--- config.mk ---
export PLATFORM = sky130hd
export DESIGN_NAME = lzss_decoder_flat
export DESIGN_NICKNAME = d
export VERILOG_FILES = /design/src/rtl/lzss_pkg.sv /design/src/rtl/lzss_decoder_if.sv /design/src/rtl/lzss_history_buf.sv /design/src/rtl/lzss_decoder.sv /design/src/flat_wrapper.sv
export SDC_FILE = /design/constraint.sdc
export NUM_CORES = 1
export LEC_CHECK = 0
export CORE_MARGIN = 1
export CORE_UTILIZATION = 60
export DETAILED_ROUTE_END_ITERATION = 12
export GPL_ROUTABILITY_DRIVEN = 0
export PLACE_DENSITY = 0.8
export SLEW_MARGIN = 20
export SYNTH_ARGS = -nofsm -noshare
export SYNTH_HDL_FRONTEND = slang
export SYNTH_SLANG_ARGS = --single-unit
--- constraint.sdc ---
create_clock -name clk -period 2.3 [get_ports clk]
set_input_delay 0.345 -clock clk [delete_from_list [all_inputs] [get_ports clk]]
set_output_delay 0.345 -clock clk [all_outputs]
set_load 0.02 [all_outputs]
--- src/rtl/lzss_pkg.sv ---
// Shared LZSS types and constants for the compressor/decompressor pair.
// Token widths follow the default 16-byte window and 4-bit length field.
package lzss_pkg;

    localparam int SYMBOL_W     = 8;
    localparam int DEF_WINDOW   = 16;
    localparam int DEF_LEN_W    = 4;
    localparam int DEF_OFFSET_W = $clog2(DEF_WINDOW) + 1;

    typedef struct packed {
        logic                    is_match;
        logic [SYMBOL_W-1:0]     literal;
        logic [DEF_OFFSET_W-1:0] offset;
        logic [DEF_LEN_W-1:0]    length;
    } lzss_token_t;

    typedef enum logic {
        IDLE = 1'b0,
        COPY = 1'b1
    } lzss_dec_state_t;

endpackage

--- src/rtl/lzss_decoder_if.sv ---
// Token-in / byte-out handshake bundle for the LZSS decoder.
// master = token source and byte sink, slave = decoder.
interface lzss_decoder_if #(
    parameter int WINDOW = 16,
    parameter int LEN_W  = 4
);
    import lzss_pkg::*;

    localparam int OFFSET_W = $clog2(WINDOW) + 1;

    logic                tok_valid;
    logic                tok_ready;
    logic                tok_is_match;
    logic [SYMBOL_W-1:0] tok_literal;
    logic [OFFSET_W-1:0] tok_offset;
    logic [LEN_W-1:0]    tok_length;
    logic                out_valid;
    logic                out_ready;
    logic [SYMBOL_W-1:0] out_data;
    logic                busy;
    logic                err;

    modport master (
        output tok_valid, tok_is_match, tok_literal, tok_offset, tok_length, out_ready,
        input  tok_ready, out_valid, out_data, busy, err
    );

    modport slave (
        input  tok_valid, tok_is_match, tok_literal, tok_offset, tok_length, out_ready,
        output tok_ready, out_valid, out_data, busy, err
    );
endinterface

--- src/rtl/lzss_history_buf.sv ---
// Sliding-window history: synchronous write, combinational read.
// Contents are deliberately not reset; the fill counter guards stale entries.
module lzss_history_buf
    import lzss_pkg::*;
#(
    parameter int WINDOW = 16,
    localparam int PTR_W = $clog2(WINDOW)
) (
    input  logic                clk,
    input  logic                we,
    input  logic [PTR_W-1:0]    waddr,
    input  logic [SYMBOL_W-1:0] wdata,
    input  logic [PTR_W-1:0]    raddr,
    output logic [SYMBOL_W-1:0] rdata
);

    logic [SYMBOL_W-1:0] mem [WINDOW];

    always_ff @(posedge clk) begin
        if (we) mem[waddr] <= wdata;
    end

    assign rdata = mem[raddr];

endmodule

--- src/rtl/lzss_decoder.sv ---
// LZSS decompressor: expands literal/(offset,length) tokens into a byte stream,
// one byte per cycle, copying matches out of its own history window.
module lzss_decoder
    import lzss_pkg::*;
#(
    parameter int WINDOW = 16,
    parameter int LEN_W  = 4
) (
    input logic           clk,
    input logic           rst_,
    lzss_decoder_if.slave bus
);

    localparam int PTR_W    = $clog2(WINDOW);
    localparam int OFFSET_W = PTR_W + 1;

    lzss_dec_state_t     state, state_nxt;
    logic [PTR_W-1:0]    wr_ptr, rd_ptr;
    logic [OFFSET_W-1:0] fill;
    logic [LEN_W-1:0]    remaining;
    logic [SYMBOL_W-1:0] out_data, hist_rdata, hist_wdata;
    logic                out_valid, err;

    logic slot_free, tok_ready, accept, legal;
    logic lit_acc, match_ok, match_bad, copy_step, hist_we;

    assign slot_free = !out_valid || bus.out_ready;
    assign accept    = bus.tok_valid && tok_ready;
    // legality is judged against fill before this cycle's update
    assign legal     = (bus.tok_offset != '0) && (bus.tok_offset <= fill) && (bus.tok_length != '0);
    assign lit_acc   = accept && !bus.tok_is_match;
    assign match_ok  = accept && bus.tok_is_match && legal;
    assign match_bad = accept && bus.tok_is_match && !legal;
    assign copy_step = (state == COPY) && slot_free;

    always_ff @(posedge clk) begin
        if (!rst_) state <= IDLE;
        else       state <= state_nxt;
    end

    always_comb begin
        state_nxt = state;
        case (state)
            IDLE: if (match_ok) state_nxt = COPY;
            COPY: if (copy_step && remaining == LEN_W'(1)) state_nxt = IDLE;
            default: state_nxt = IDLE;
        endcase
    end

    always_comb begin
        tok_ready  = (state == IDLE) && slot_free;
        hist_we    = lit_acc || copy_step;
        hist_wdata = (state == COPY) ? hist_rdata : bus.tok_literal;
    end

    always_ff @(posedge clk) begin
        if (!rst_) begin
            out_data  <= '0;
            out_valid <= 1'b0;
            wr_ptr    <= '0;
            rd_ptr    <= '0;
            fill      <= '0;
            remaining <= '0;
            err       <= 1'b0;
        end else begin
            if (hist_we) begin
                out_data  <= hist_wdata;
                out_valid <= 1'b1;
                wr_ptr    <= wr_ptr + 1'b1;
                if (fill != OFFSET_W'(WINDOW)) fill <= fill + 1'b1;
            end else if (bus.out_ready) begin
                out_valid <= 1'b0;
            end
            if (match_ok) begin
                // offset WINDOW truncates to 0, i.e. the slot about to be overwritten
                rd_ptr    <= wr_ptr - bus.tok_offset[PTR_W-1:0];
                remaining <= bus.tok_length;
            end
            if (copy_step) begin
                rd_ptr    <= rd_ptr + 1'b1;
                remaining <= remaining - 1'b1;
            end
            if (match_bad) err <= 1'b1;
        end
    end

    lzss_history_buf #(.WINDOW(WINDOW)) u_hist (
        .clk   (clk),
        .we    (hist_we),
        .waddr (wr_ptr),
        .wdata (hist_wdata),
        .raddr (rd_ptr),
        .rdata (hist_rdata)
    );

    assign bus.tok_ready = tok_ready;
    assign bus.out_valid = out_valid;
    assign bus.out_data  = out_data;
    assign bus.busy      = (state == COPY);
    assign bus.err       = err;

endmodule

--- src/flat_wrapper.sv ---
// flat-port wrapper written by rule: the top's interface ports become plain ports
module lzss_decoder_flat import lzss_pkg::*;
#(
    parameter int WINDOW = 16,
    parameter int LEN_W  = 4
)
  (clk, rst_, bus_tok_valid, bus_tok_is_match, bus_tok_literal, bus_tok_offset, bus_tok_length, bus_out_ready, bus_tok_ready, bus_out_valid, bus_out_data, bus_busy, bus_err);
  lzss_decoder_if #(.WINDOW(WINDOW), .LEN_W(LEN_W)) bus_i ();
  input logic clk;
  input logic rst_;
  input wire logic [$bits(bus_i.tok_valid)-1:0] bus_tok_valid;
  input wire logic [$bits(bus_i.tok_is_match)-1:0] bus_tok_is_match;
  input wire logic [$bits(bus_i.tok_literal)-1:0] bus_tok_literal;
  input wire logic [$bits(bus_i.tok_offset)-1:0] bus_tok_offset;
  input wire logic [$bits(bus_i.tok_length)-1:0] bus_tok_length;
  input wire logic [$bits(bus_i.out_ready)-1:0] bus_out_ready;
  output wire logic [$bits(bus_i.tok_ready)-1:0] bus_tok_ready;
  output wire logic [$bits(bus_i.out_valid)-1:0] bus_out_valid;
  output wire logic [$bits(bus_i.out_data)-1:0] bus_out_data;
  output wire logic [$bits(bus_i.busy)-1:0] bus_busy;
  output wire logic [$bits(bus_i.err)-1:0] bus_err;
  assign bus_i.tok_valid = bus_tok_valid;
  assign bus_i.tok_is_match = bus_tok_is_match;
  assign bus_i.tok_literal = bus_tok_literal;
  assign bus_i.tok_offset = bus_tok_offset;
  assign bus_i.tok_length = bus_tok_length;
  assign bus_i.out_ready = bus_out_ready;
  assign bus_tok_ready = bus_i.tok_ready;
  assign bus_out_valid = bus_i.out_valid;
  assign bus_out_data = bus_i.out_data;
  assign bus_busy = bus_i.busy;
  assign bus_err = bus_i.err;
  lzss_decoder #(.WINDOW(WINDOW), .LEN_W(LEN_W)) u_core (.clk(clk), .rst_(rst_), .bus(bus_i));
endmodule
==> out/qor.log <==
qor: route.route.detailed.drc 0
qor: route.vias 4216
qor: synthesis.synthFlopType sky130_fd_sc_hd__edfxtp_1
qor: route.wl_per_cell 21.1 um
qor: grt.busiest_layer met2
qor: synthesis.synth_largest_area_cell sky130_fd_sc_hd__edfxtp_1
qor: synthesis.area_share_of_the_leading_cell_type_in_the_synthesized_netlist 0.570
qor: critical_path.worstSetupStartpointType register
qor: sta.final_report_max_slew_violation_count 0
qor: worst_hold_path.worstHoldPathType reg2reg
qor: grt.number_of_antenna_violations_at_the_first_check_in_global_routing 0
qor: die.rows 38
qor: grt.global_route.usage.met1 0.362
qor: sta.setup_ws 128 ps
qor: outcome.outcome complete, no violations
qor: sta.final.hold.worst_slack 467 ps
qor: critical_path.rr_worst_depth 7
qor: synthesis.synth_nets 490
qor: worst_hold_path.hold_depth 1
qor: die.floorplan.core_area 10900 um2
qor: synthesis.yosys_register_bits 160
qor: grt.grt_start_max_net_pins 31
qor: synthesis.synthesized_instance_count 450
qor: synthesis.synth.area.top_cells sky130_fd_sc_hd__edfxtp_1 57%, sky130_fd_sc_hd__dfxtp_1 9.5%, sky130_fd_sc_hd__mux4_2 5.3%
qor: critical_path.cp_data_required_time 1960 ps
qor: worst_hold_path.hold_path_startpoint u_core.bus.err
qor: sta.timing.final.crit_share 0.944
qor: grt.grt_pass1_wl 22700 um
qor: sta.final_period_minus_worst_setup_slack 2170 ps
qor: power_and_ir_drop.leakagePower 2.72 nW
qor: critical_path.arrival_time_at_the_worst_endpoint 1830 ps
qor: final_layout.final_layout_size_suffix_gt1_frac 0.195
qor: final_layout.nets 570
qor: sta.setup-tns-final 0 ps
qor: route.drt-total-wl 14400 um
qor: route.vias_per_cell 6.17
qor: synthesis.post-synth-top-count-cell sky130_fd_sc_hd__edfxtp_1
qor: sta.finalClockSkew 7.06 ps
qor: critical_path.cp-end-kind output pin
qor: power_and_ir_drop.power.ir.vdd_worst 0.648 mV
qor: synthesis.count_of_flip_flops_with_a_built_in_enable_after_synthesis 128
qor: synthesis.synth_area 6750 um2
qor: clocking.cts.sinks 160
qor: die.initial_utilization 0.620
qor: final_layout.antenna-diode-count 0
qor: clocking.tritoncts yes
qor: die.num_io_pins 34
qor: synthesis.ys_async_sr_fraction 0
qor: critical_path.worstReg2RegEnd u_core.u_hist.mem[0][2]
qor: clocking.clock_path_buffers 2
qor: die.die_x 108 um
qor: die.chipHeight 108 um
qor: clocking.cts_made_buffers 17
qor: sta.finalSetupViolCount 0
qor: worst_hold_path.worst_hold_path.endpoint u_core.bus.err
qor: route.iteration_0_drc_count_of_the_detailed_router 409
qor: die.fp.dieArea 11700 um2
qor: critical_path.reg2reg_slack 170 ps
qor: placement.detailedPlace.worstSlack -59.5 ps
qor: grt.grt_util_met3 0.0681
qor: placement.hpwl_dp 9940 um
qor: sta.grt_setup_unrepaired no
qor: clocking.cell_at_the_root_of_the_clock_tree sky130_fd_sc_hd__clkbuf_8
qor: power_and_ir_drop.power_density 788 nW/um2
qor: clocking.clk_pin_slew 60 ps
qor: grt.first_global_vias 4226
qor: synthesis.seq_area_frac_synth 0.665
qor: synthesis.post_synth_num_cell_types 55
qor: sta.slew-limit-headroom 0.686
qor: clocking.insertion_delay 530 ps
qor: placement.placement.cell_area 7560 um2
qor: grt.met2_usage 0.435
qor: final_layout.final_cell_area 8110 um2
qor: critical_path.critical_path.max_fanout 4
qor: synthesis.ys_warn_count 0
qor: route.antenna_violating_nets_post_route 0
qor: grt.gr-usage-all-layers 0.275
qor: flow_run.timing.max_cap.violations 0
qor: sta.finalHoldViolations 0
qor: sta.worst_pin_slew 471 ps
qor: synthesis.netlist_top_cells_count 128 x sky130_fd_sc_hd__edfxtp_1, 33 x sky130_fd_sc_hd__mux2i_1, 32 x sky130_fd_sc_hd__dfxtp_1
qor: synthesis.syn-mean-instance-area 15.0 um2
qor: grt.globalRouteOverflowTotal 0
qor: final_layout.areaGrowthSynthToFinish 20.2%
qor: critical_path.worstSetupPathType reg2out
qor: route.drtPass1Iterations 5
qor: clocking.cts_htree_levels 4
qor: placement.port-buffer-count 33
qor: sta.max_freq 0.460 GHz
repair_timing:
action	in CTS	in global routing
endpoints found under the setup margin	0	44
buffers inserted	0	0
resized for setup	0	3
hold buffers	0	0
worst max-delay path by stage:
| stage | from | to | slack, ps | cells past startpoint |
|---|---|---|---|---|
| 3_5_place_dp | bus_tok_offset[1] | u_core.rd_ptr[3] | -60 | 8 |
| 6_report | u_core.bus.out_valid | bus_tok_ready | 130 | 3 |
| 2_1_floorplan | u_core.bus.busy | u_core.u_hist.mem[1][0] | -8 | 6 |
| 5_1_grt | register | u_core.u_hist.mem[0][2] | 20 | 7 |
| 4_1_cts | register | u_core.u_hist.mem[3][1] | 80 | 5 |
| 3_3_place_gp | bus_tok_offset[1] | register | 0.1 | 8 |
worst max-delay path, cell delays in order, from the launching register on:
cell                              delay, ps
sky130_fd_sc_hd__dfxtp_1                350
sky130_fd_sc_hd__nor2b_1                330
sky130_fd_sc_hd__nor2_1                  70
sky130_fd_sc_hd__clkdlybuf4s50_1        550
metrics by stage:
stage | instances | utilization | power (mW)
finish | 683 | 0.745 | 6.39
global route | 683 | 0.745 | 6.60
CTS | 683 | 0.744 | 6.42
detailed placement | 651 | 0.695 | 3.91
global placement | 651 | 0.695 | 3.89
floorplan | 450 | - | 3.64
logic make-up (layout without fill, tap and decap cells):
group / count (synthesis) / in the layout / synth area share
DFF: 160 / 160 / 0.665
AOI/OAI and AO/OA: 83 / 83 / 0.0925
and+or+nand+nor: 95 / 95 / 0.0701
buffers and inverters: 36 / 129 / 0.0241
xor gates and xnor gates: 9 / 9 / 0.0117
muxes: 49 / 49 / 0.102
adders and majority gates: 18 / 18 / 0.0345
area by class of cell:
cell class / count / area [um2]
Timing Repair Buffer: 82 / 748
Inverter: 15 / 56.3
Clock inverter: 8 / 83.8
Clock buffer: 24 / 450
Sequential cell: 160 / 4490
Multi-Input combinational cell: 254 / 2110
Fill cell: 688 / 2780
Tap cell: 140 / 175
where the power goes:
part           internal (mW)  total, mW  switching, mW
Combinational          0.265      0.605          0.340
Sequential              3.22       3.26         0.0424
Clock                   1.47       2.53           1.06
Total                   4.95       6.39           1.44
registers in the layout (all words and copies together), names as in the netlist, named ones only:
register and flops:
u_core.wr_ptr 4, u_core.bus.busy 1, u_core.bus.err 1, u_core.rd_ptr 4
u_core.fill 5, u_core.remaining 4, u_core.u_hist.mem 128, u_core.bus.out_data 8
u_core.bus.out_valid 1
per-layer routing:
layer	vias up	wire length, um	part of all wire
met5	-	0	0
met4	0	403	0.028
met3	36	1020	0.071
met2	178	7210	0.50
met1	2083	5780	0.40
li1	1919	-	-
cell usage in the layout (no fill, tap or decap), drive strengths merged, types with 3 or more instances in the layout:
cell,count
inv,15
nor2,30
clkinv,7
a31oi,13
mux2i,33
a21oi,5
and3,3
edfxtp,128
nand4,4
ha,17
xnor2,7
buf,49
clkbuf,24
mux4,16
o21ai,11
nand2b,3
nor3,10
dfxtp,32
o21a,3
a22oi,24
clkdlybuf4s50,33
nor2b,8
o211ai,6
nand2,23
a32oi,9
nand3,5
(Power assumes the default switching activity.)
